==> src/rtl/bcd_pkg.sv <==
// Shared BCD definitions for the BCD<->binary conversion paths.
// Holds the converter state encoding, digit constants and a digit-range
// helper. The binary-to-BCD display path uses the same digit width and
// max-digit constants with its own 5/+3 adjust rule.
package bcd_pkg;

  localparam int unsigned BCD_DIGIT_W    = 4;
  localparam int unsigned BCD_MAX_DIGIT  = 9;
  localparam int unsigned BCD_ADJ_THRESH = 8;
  localparam int unsigned BCD_ADJ_VAL    = 3;

  typedef enum logic [1:0] {
    IDLE,
    SHIFT,
    DONE
  } bcd_state_e;

  // True when a 4-bit field is not a legal decimal digit.
  function automatic logic bcd_digit_invalid(input logic [BCD_DIGIT_W-1:0] d);
    return d > BCD_DIGIT_W'(BCD_MAX_DIGIT);
  endfunction

endpackage

==> src/rtl/bcd_digit_adjust.sv <==
// Reverse double-dabble digit correction (combinational).
// After a right shift, a digit that is >= 8 has received a bit worth 8
// from the digit above it, which in decimal is worth only 5, so 3 is
// removed.
//   i_digit : shifted BCD digit
//   o_digit : corrected BCD digit
module bcd_digit_adjust
  import bcd_pkg::*;
(
  input  logic [BCD_DIGIT_W-1:0] i_digit,
  output logic [BCD_DIGIT_W-1:0] o_digit
);

  always_comb begin
    o_digit = i_digit;
    if (i_digit >= BCD_DIGIT_W'(BCD_ADJ_THRESH)) begin
      o_digit = i_digit - BCD_DIGIT_W'(BCD_ADJ_VAL);
    end
  end

endmodule

==> src/rtl/bcd_to_binary_seq.sv <==
// Sequential BCD-to-binary converter, one result bit per clock.
// A packed BCD operand is accepted on in_valid & in_ready, converted by
// reverse double-dabble over 4*DIGITS shift cycles, and presented on
// bin_out/err under out_valid until out_ready. Operands containing a
// digit > 9 skip conversion and return err = 1, bin_out = 0.
//   clk       : system clock, rising edge
//   rst_n     : asynchronous active-low reset
//   in_valid  : bcd_in valid
//   in_ready  : converter idle and able to accept
//   bcd_in    : packed BCD operand, digit 0 in bits [3:0]
//   out_valid : bin_out/err valid
//   out_ready : consumer accepts the result
//   bin_out   : binary result, zero-extended to BIN_W
//   err       : operand held a digit > 9
module bcd_to_binary_seq
  import bcd_pkg::*;
#(
  parameter int unsigned DIGITS = 2,
  parameter int unsigned BIN_W  = 32
) (
  input  logic                          clk,
  input  logic                          rst_n,
  input  logic                          in_valid,
  output logic                          in_ready,
  input  logic [BCD_DIGIT_W*DIGITS-1:0] bcd_in,
  output logic                          out_valid,
  input  logic                          out_ready,
  output logic [BIN_W-1:0]              bin_out,
  output logic                          err
);

  localparam int unsigned NB = BCD_DIGIT_W * DIGITS;
  localparam int unsigned CW = $clog2(NB + 1);

  if (BIN_W < NB) begin : g_width_check
    $error("bcd_to_binary_seq: BIN_W must be at least 4*DIGITS");
  end

  bcd_state_e r_state;
  bcd_state_e w_state_next;

  logic [NB-1:0]    r_digits;
  logic [NB-1:0]    r_bin;
  logic [CW-1:0]    r_cnt;
  logic [BIN_W-1:0] r_bin_out;
  logic             r_err;

  logic [NB-1:0]    w_shift_digits;
  logic [NB-1:0]    w_adj_digits;
  logic [NB-1:0]    w_shift_bin;
  logic [CW-1:0]    w_cnt_dec;
  logic             w_last;
  logic             w_bad_digit;
  logic             w_accept;

  always_comb begin
    w_bad_digit = 1'b0;
    for (int unsigned i = 0; i < DIGITS; i++) begin
      if (bcd_digit_invalid(bcd_in[i*BCD_DIGIT_W +: BCD_DIGIT_W])) begin
        w_bad_digit = 1'b1;
      end
    end
  end

  // {digits, binary} shifted right as one word: digit LSB feeds binary MSB.
  always_comb begin
    w_shift_digits = {1'b0, r_digits[NB-1:1]};
    w_shift_bin    = {r_digits[0], r_bin[NB-1:1]};
    w_cnt_dec      = r_cnt - CW'(1);
    w_last         = (w_cnt_dec == '0);
  end

  for (genvar g = 0; g < DIGITS; g++) begin : g_adj
    bcd_digit_adjust u_adj (
      .i_digit (w_shift_digits[g*BCD_DIGIT_W +: BCD_DIGIT_W]),
      .o_digit (w_adj_digits[g*BCD_DIGIT_W +: BCD_DIGIT_W])
    );
  end

  always_comb begin
    w_state_next = r_state;
    in_ready     = 1'b0;
    out_valid    = 1'b0;
    w_accept     = 1'b0;
    case (r_state)
      IDLE: begin
        in_ready = 1'b1;
        if (in_valid) begin
          w_accept     = 1'b1;
          w_state_next = w_bad_digit ? DONE : SHIFT;
        end
      end
      SHIFT: begin
        if (w_last) begin
          w_state_next = DONE;
        end
      end
      DONE: begin
        out_valid = 1'b1;
        if (out_ready) begin
          w_state_next = IDLE;
        end
      end
      default: w_state_next = IDLE;
    endcase
  end

  always_ff @(posedge clk or negedge rst_n) begin
    if (!rst_n) begin
      r_state <= IDLE;
    end else begin
      r_state <= w_state_next;
    end
  end

  always_ff @(posedge clk or negedge rst_n) begin
    if (!rst_n) begin
      r_digits  <= '0;
      r_bin     <= '0;
      r_cnt     <= '0;
      r_bin_out <= '0;
      r_err     <= 1'b0;
    end else begin
      case (r_state)
        IDLE: begin
          if (w_accept) begin
            r_digits <= bcd_in;
            r_bin    <= '0;
            r_cnt    <= CW'(NB);
            if (w_bad_digit) begin
              r_bin_out <= '0;
              r_err     <= 1'b1;
            end
          end
        end
        SHIFT: begin
          r_digits <= w_adj_digits;
          r_bin    <= w_shift_bin;
          r_cnt    <= w_cnt_dec;
          // Final iteration: the result is the shifted binary word itself.
          if (w_last) begin
            r_bin_out <= BIN_W'(w_shift_bin);
            r_err     <= 1'b0;
          end
        end
        default: ;
      endcase
    end
  end

  assign bin_out = r_bin_out;
  assign err     = r_err;

endmodule

==> config.mk <==
export PLATFORM = sky130hd
export DESIGN_NAME = bcd_to_binary_seq
export DESIGN_NICKNAME = d
export VERILOG_FILES = /design/src/rtl/bcd_pkg.sv /design/src/rtl/bcd_digit_adjust.sv /design/src/rtl/bcd_to_binary_seq.sv
export SDC_FILE = /design/constraint.sdc
export NUM_CORES = 1
export LEC_CHECK = 0
export CORE_MARGIN = 8
export CORE_UTILIZATION = 25
export CTS_CLUSTER_DIAMETER = 150
export DETAILED_ROUTE_END_ITERATION = 8
export PLACE_DENSITY = 0.45
export RECOVER_POWER = 50
export SETUP_SLACK_MARGIN = 0.05
export SYNTH_ARGS = -nofsm -noshare
export SYNTH_HDL_FRONTEND = slang
export SYNTH_SLANG_ARGS = --single-unit
==> constraint.sdc <==
create_clock -name clk -period 4.1 [get_ports clk]
set_input_delay 0.615 -clock clk [delete_from_list [all_inputs] [get_ports clk]]
set_output_delay 0.615 -clock clk [all_outputs]
set_load 0.02 [all_outputs]
### Yosys cells after proc, flatten, opt, wreduce, memory -nomap -nowiden

Cells that the tools add are included.

* flip-flop bits (word level): 55
* input bits: 12
* output and inout port bits: 35
* logic and storage cells: 53

* $add $sub $neg: 3
* magnitude comparators: 4
* equal/unequal tests: 7
* muxes and demuxes: 27
* reductions and logical operators: 6

Operator list (count)
* 2-to-1 mux 32 bit: 3
* one-hot mux 32 bit (2 select lines): 1
* one-hot mux 8 bit (2 select lines): 2
* 2-to-1 mux 8 bit: 2
* 2-to-1 mux 4 bit: 3
* != test 2 bit, second input constant: 5
* 2-to-1 mux 1 bit: 9
* > comparator 4 bit, second input constant: 2
* 2-to-1 mux 2 bit: 4
* one-hot mux 4 bit (2 select lines): 1
* one-hot mux 2 bit (3 select lines): 1
* greater-or-equal comparator 3 x 4 -> 1 bit, second input constant: 1
* greater-or-equal comparator 4 bit, second input constant: 1
* zero test 4 bit: 1
* AND reduction 4 bit: 1
* subtractor 3 x 2 -> 4 bit, second input constant: 1
* subtractor 4 x 1 -> 4 bit, second input constant: 1
* subtractor 4 x 2 -> 4 bit, second input constant: 1
* AND reduction 3 bit: 1
* == test 2 x 1 -> 1 bit, second input constant: 1
* == test 2 bit, second input constant: 1
* zero test 2 bit: 1
* one-hot mux 1 bit (2 select lines): 1
* AND reduction 2 bit: 1
* nonzero test 2 bit: 1

### Depth between registers and ports, before layout

* depth in word-level cells: 6
* mapped depth: 6
* mapped depth without buffers: 6

### By module

A second synthesis with hierarchy kept.

* cell total of the unflattened synthesis: 213
* area total of the unflattened synthesis: 1923.1 sq um

By module, submodules not included
* bcd_to_binary_seq: times used 1, cells an instance 191, area an instance 1770.4 sq um, seq. area each 750.7 sq um
* bcd_digit_adjust: times used 2, cells an instance 11, area an instance 76.3 sq um, seq. area each 0.0 sq um

### Worst setup path before layout

No wires, ideal clock.

* path type: register to register
* from: reg r_state[0]
* to: reg r_bin_out[1], in the netlist bin_out[1]
* library setup time: 0.125 ns
* data arrival time: 1.603 ns
* data required time: 3.975 ns
* path slack: 2.372 ns
* cell stages (with the launch flop): 6
* buffers on the path: 1
* clock period less this slack: 1.728 ns
* cell sequence: dfrtp_1 > buf_2 > nor2_1 > nand3_1 > o211ai_4 > mux2_2

* cells in the longest elaborated chain, start to end: 4
* elaborated cells on any way between the ends: 9
* those cells by class: 4 x eq/ne; 2 x mux; 3 x reduce/logical

RTL lines
* start, declared: RTL line bcd_to_binary_seq.sv:39 `bcd_state_e r_state;`
* start signal, assigned: RTL line bcd_to_binary_seq.sv:112 `r_state <= w_state_next;`
* zero test 2 bit: RTL line bcd_to_binary_seq.sv:85, bcd_to_binary_seq.sv:124
* 2-to-1 mux 1 bit: RTL line bcd_to_binary_seq.sv:85 `case (r_state)`
* != test 2 bit (no source line)
* AND reduction 4 bit (no source line)
* end signal, assigned: RTL line bcd_to_binary_seq.sv:142 `r_bin_out <= BIN_W'(w_shift_bin);`
* end, declared: RTL line bcd_to_binary_seq.sv:45 `logic [BIN_W-1:0] r_bin_out;`

Parallel ways exist; a longest one is shown, timed or not.
A chain may end at the register's enable or synchronous reset.

### Final worst setup path

* from: reg r_state[1]
* to: out out_valid

* cells in the longest elaborated chain, start to end: 2

RTL lines
* == test 2 bit: RTL line bcd_to_binary_seq.sv:85
* 2-to-1 mux 1 bit: RTL line bcd_to_binary_seq.sv:85
* end, declared: RTL line bcd_to_binary_seq.sv:26 `output logic out_valid,`

No other way between the ends.

==> metrics.log <==
INFO  metric critical_path_source_type = register
INFO  metric finClkSkew = 0.00707 ns
INFO  metric crit_path_cell_trace = inv_1 > nor2_1 > clkdlybuf4s50_1
INFO  metric routed_wire_length_per_instance = around 13 um
INFO  metric instances_no_fill = ~270
INFO  metric synth_top_cells_by_area = dfrtp_1 (46%), buf_4 (11%), mux2_2 (4.9%)
INFO  metric worstPathArrival = 1.75 ns
INFO  metric finalSetupTns = 0 ns
INFO  metric mostFrequentLayoutCell = dfrtp_1
INFO  metric leakagePower = 0.958 nW
INFO  metric tritoncts = yes
INFO  metric max_slew.worst_pin.slew = 1.66 ns
INFO  metric synth_compound_area_share = approximately 16%
INFO  metric setup.worst_path.class = reg2out
INFO  metric portBuffers = 22
INFO  metric tritoncts.num_buffers = 5
INFO  metric layout-area-overhead-vs-synth = 19.1%
INFO  metric synthAdderAreaFrac = about 3.1%
INFO  metric maxSlewHeadroom = -10.5%
INFO  metric min_tclk_post_route = around 2.4 ns
INFO  metric pin_count = between 40 and 50
INFO  metric placedCellCount = roughly 260
INFO  metric failed_checks = capacitance limit, slew limit
INFO  metric number_of_cells_upsized_or_downsized_after_cts = 0
INFO  metric timing.critical_path.to_type = output pin
INFO  metric synth-seq-area-share = 46.2%
INFO  metric cts_post_setup_buffers_inserted = 0
INFO  metric area_of_the_mapped_netlist = 1620 um2
INFO  metric vdd_drop_max = 248 uV
INFO  metric dpl.hpwl = 2570 um
INFO  metric place_worst_setup_slack = 1.85 ns
INFO  metric post_route_cells_drive_above_1_share = about 8.7%
INFO  metric drt_first_iter_violations = 38
INFO  metric drc = 0
INFO  metric report.final.setup_viol = 0
INFO  metric synth.avg_cell_area = 9.67 um2
INFO  metric finalWeightedCongestion = 0.756
INFO  metric ys_seq_elements = 30
INFO  metric fin_nets = between 200 and 250
INFO  metric slew_viol_final = 31
INFO  metric clock-sinks = 30
INFO  metric n_antenna_cell = 0
INFO  metric final_area = 1930 um2
INFO  metric hold_buffers = 0
INFO  metric cts_buffer_depth = 2
INFO  metric post_drt_via_cell_ratio = 4.25
INFO  metric hold_wc_path_type = reg2reg
INFO  metric yosys.area.top_type_share = a little under half
INFO  metric final_core_utilization = just over 30%
INFO  metric drt_first_pass_iters = 4
INFO  metric grt_first_pass_wirelength = 6230 um
INFO  metric clk_root_buffer_cell = clkbuf_8
INFO  metric fp.dieArea = 9330 um2
INFO  metric rsz0062_at_grt = false
INFO  metric combinational_family_with_the_most_area_after_synthesis = compound AO/OA/AOI/OAI gates
INFO  metric most-common-layout-cells = dfrtp_1 (30), conb_1 (24), clkdlybuf4s50_1 (19)
INFO  metric crit_path_top_delay_cell = clkdlybuf4s50_1
INFO  metric cts.clk_slew.worst_paths = 0.06 ns
INFO  metric antenna_violations_before_repair = 0
INFO  metric maxClockFrequency = 424 MHz
INFO  metric floorplan.rows = 29
INFO  metric synthXorXnorAreaFrac = 1.08%
INFO  metric ant_nets = 0
INFO  metric via_count = 1156
INFO  metric h-tree-depth = 2
INFO  metric synthDominantAreaCellType = dfrtp_1
INFO  metric critical-path-top-delay-family = buffers and inverters
INFO  metric worst_slack = 1.74 ns
INFO  metric core-area = about 6300 um2
INFO  metric max_cap_viol_count = 1
INFO  metric critPathMaxStageDelay = approximately 0.63 ns
INFO  metric power_density = roughly 650 nW/um2
INFO  metric post-route-period-util = 57.6%
INFO  metric timing.critical_path.buf_inv = 2
INFO  metric crit_path_max_fanout = 7
INFO  metric grt-ovfl-total = 0
INFO  metric post_synthesis_simple_gate_area_fraction = between 10% and 20%
INFO  metric initial_utilization = about a quarter
INFO  metric post_synth_mux_area_share = 5.47%
INFO  metric gr-usage-all-layers = about 8%
INFO  metric routed_wl = between 3000 and 4000 um
INFO  metric first_global_vias = 1258
INFO  metric clock_latency = 0.28 ns
INFO  metric maximum_number_of_pins_on_one_net_before_global_route_repair = 31
INFO  metric yosysUniqueCellTypes = 31
INFO  metric status = finished, violations left
INFO  metric final-hold-violation-count = 0
INFO  metric die_width = 96.6 um
INFO  metric die_h = 96.6 um
INFO  metric critical_path_required = 3.48 ns
INFO  metric cell_count_after_synthesis = 168
INFO  metric yosys_warnings = 0
INFO  metric place_area = 1850 um2
[flip-flops by register name, summed over array words and instances (netlist names)]
| register | cells |
|---|---|
| bin_out | 8 |
| r_digits | 8 |
| r_bin | 7 |
| r_cnt | 4 |
| r_state | 2 |
| err | 1 |
[where the power goes]
group / switching, mW / internal, mW
combinational: 0.299 / 0.226
clock: 0.111 / 0.135
sequential: 0.0988 / 0.387
total: 0.508 / 0.748
[kinds of logic (layout without fill, tap and decap cells)]
kind of cell | count (synthesis) | in the layout
AND/OR/NAND/NOR | 46 | 46
other | 1 | 24
multiplexers | 8 | 8
XOR/XNOR | 2 | 2
buffers and inverters | 37 | 41
adder cells (fa/ha/maj) | 4 | 4
flip-flops | 30 | 30
AO/OA/AOI/OAI | 40 | 40
[area by class of cell]
cell class | instances | area [um2]
Fill cell | 696 | 4380
Sequential cell | 30 | 751
Multi-Input combinational cell | 124 | 727
Timing Repair Buffer | 25 | 239
Tap cell | 77 | 96.3
Clock buffer | 7 | 86.3
Inverter | 8 | 30.0
Clock inverter | 1 | 5.00
[metal layers]
layer	up-vias	GRT usage (%)	wire length, um
li1	576	-	-
met1	541	9.46	1710
met2	33	12.3	1560
met3	6	3.27	216
met4	0	5.09	86
met5	-	0	0
[worst reg2reg max path, delay by kind of cell (launching register included)]
| family | cells | cell delay [ns] |
|---|---|---|
| AO/OA/AOI/OAI | 1 | 0.36 |
| buffers and inverters | 1 | 0.11 |
| multiplexers | 1 | 0.38 |
| AND/OR/NAND/NOR | 2 | 0.30 |
| adder cells (fa/ha/maj) | 1 | 0.23 |
| flip-flops | 1 | 0.41 |
[final timing paths]
kind	start	to	slack, ns	depth (start not counted)
worst max register to register	r_cnt[0]$_DFFE_PN0P_	bin_out[2]$_DFFE_PN0P_	2.19	6
min in group asynchronous	rst_n	r_cnt[1]$_DFFE_PN0P_	1.29	2
worst min-delay path	r_bin[3]$_DFFE_PN0P_	r_bin[3]$_DFFE_PN0P_	0.47	1
worst min register to register	r_bin[3]$_DFFE_PN0P_	r_bin[3]$_DFFE_PN0P_	0.47	1
max in group asynchronous	rst_n	r_state[1]$_DFFE_PN0P_	1.85	2
worst max-delay path	r_state[1]$_DFFE_PN0P_	out_valid	1.74	3
[through the flow]
step	hold WS (ns)	power, mW
5_1_grt	0.494	1.37
3_5_place_dp	0.458	1.02
2_1_floorplan	0.319	0.864
3_3_place_gp	0.452	1.02
6_report	0.470	1.26
4_1_cts	0.473	1.28
[cells in the mapped netlist]
library cell,n
dfrtp_1,30
buf_4,24
nand2_1,15
nor2_1,12
o21ai_0,11
a21o_1,10
inv_1,8
and2_1,7
mux2_2,7
o22ai_1,6
a21oi_1,5
a31oi_1,4
clkbuf_1,4
ha_1,4
nand2b_1,2
nand3_1,2
nor2b_1,2
nor3_1,2
and3_1,1
and4_4,1
buf_2,1
conb_1,1
mux2i_1,1
nand4b_1,1
o211ai_4,1
o21ai_1,1
o221ai_1,1
o31ai_1,1
or3_1,1
xnor2_1,1
xor2_1,1
Note: power is estimated with default switching activity, not from simulation.
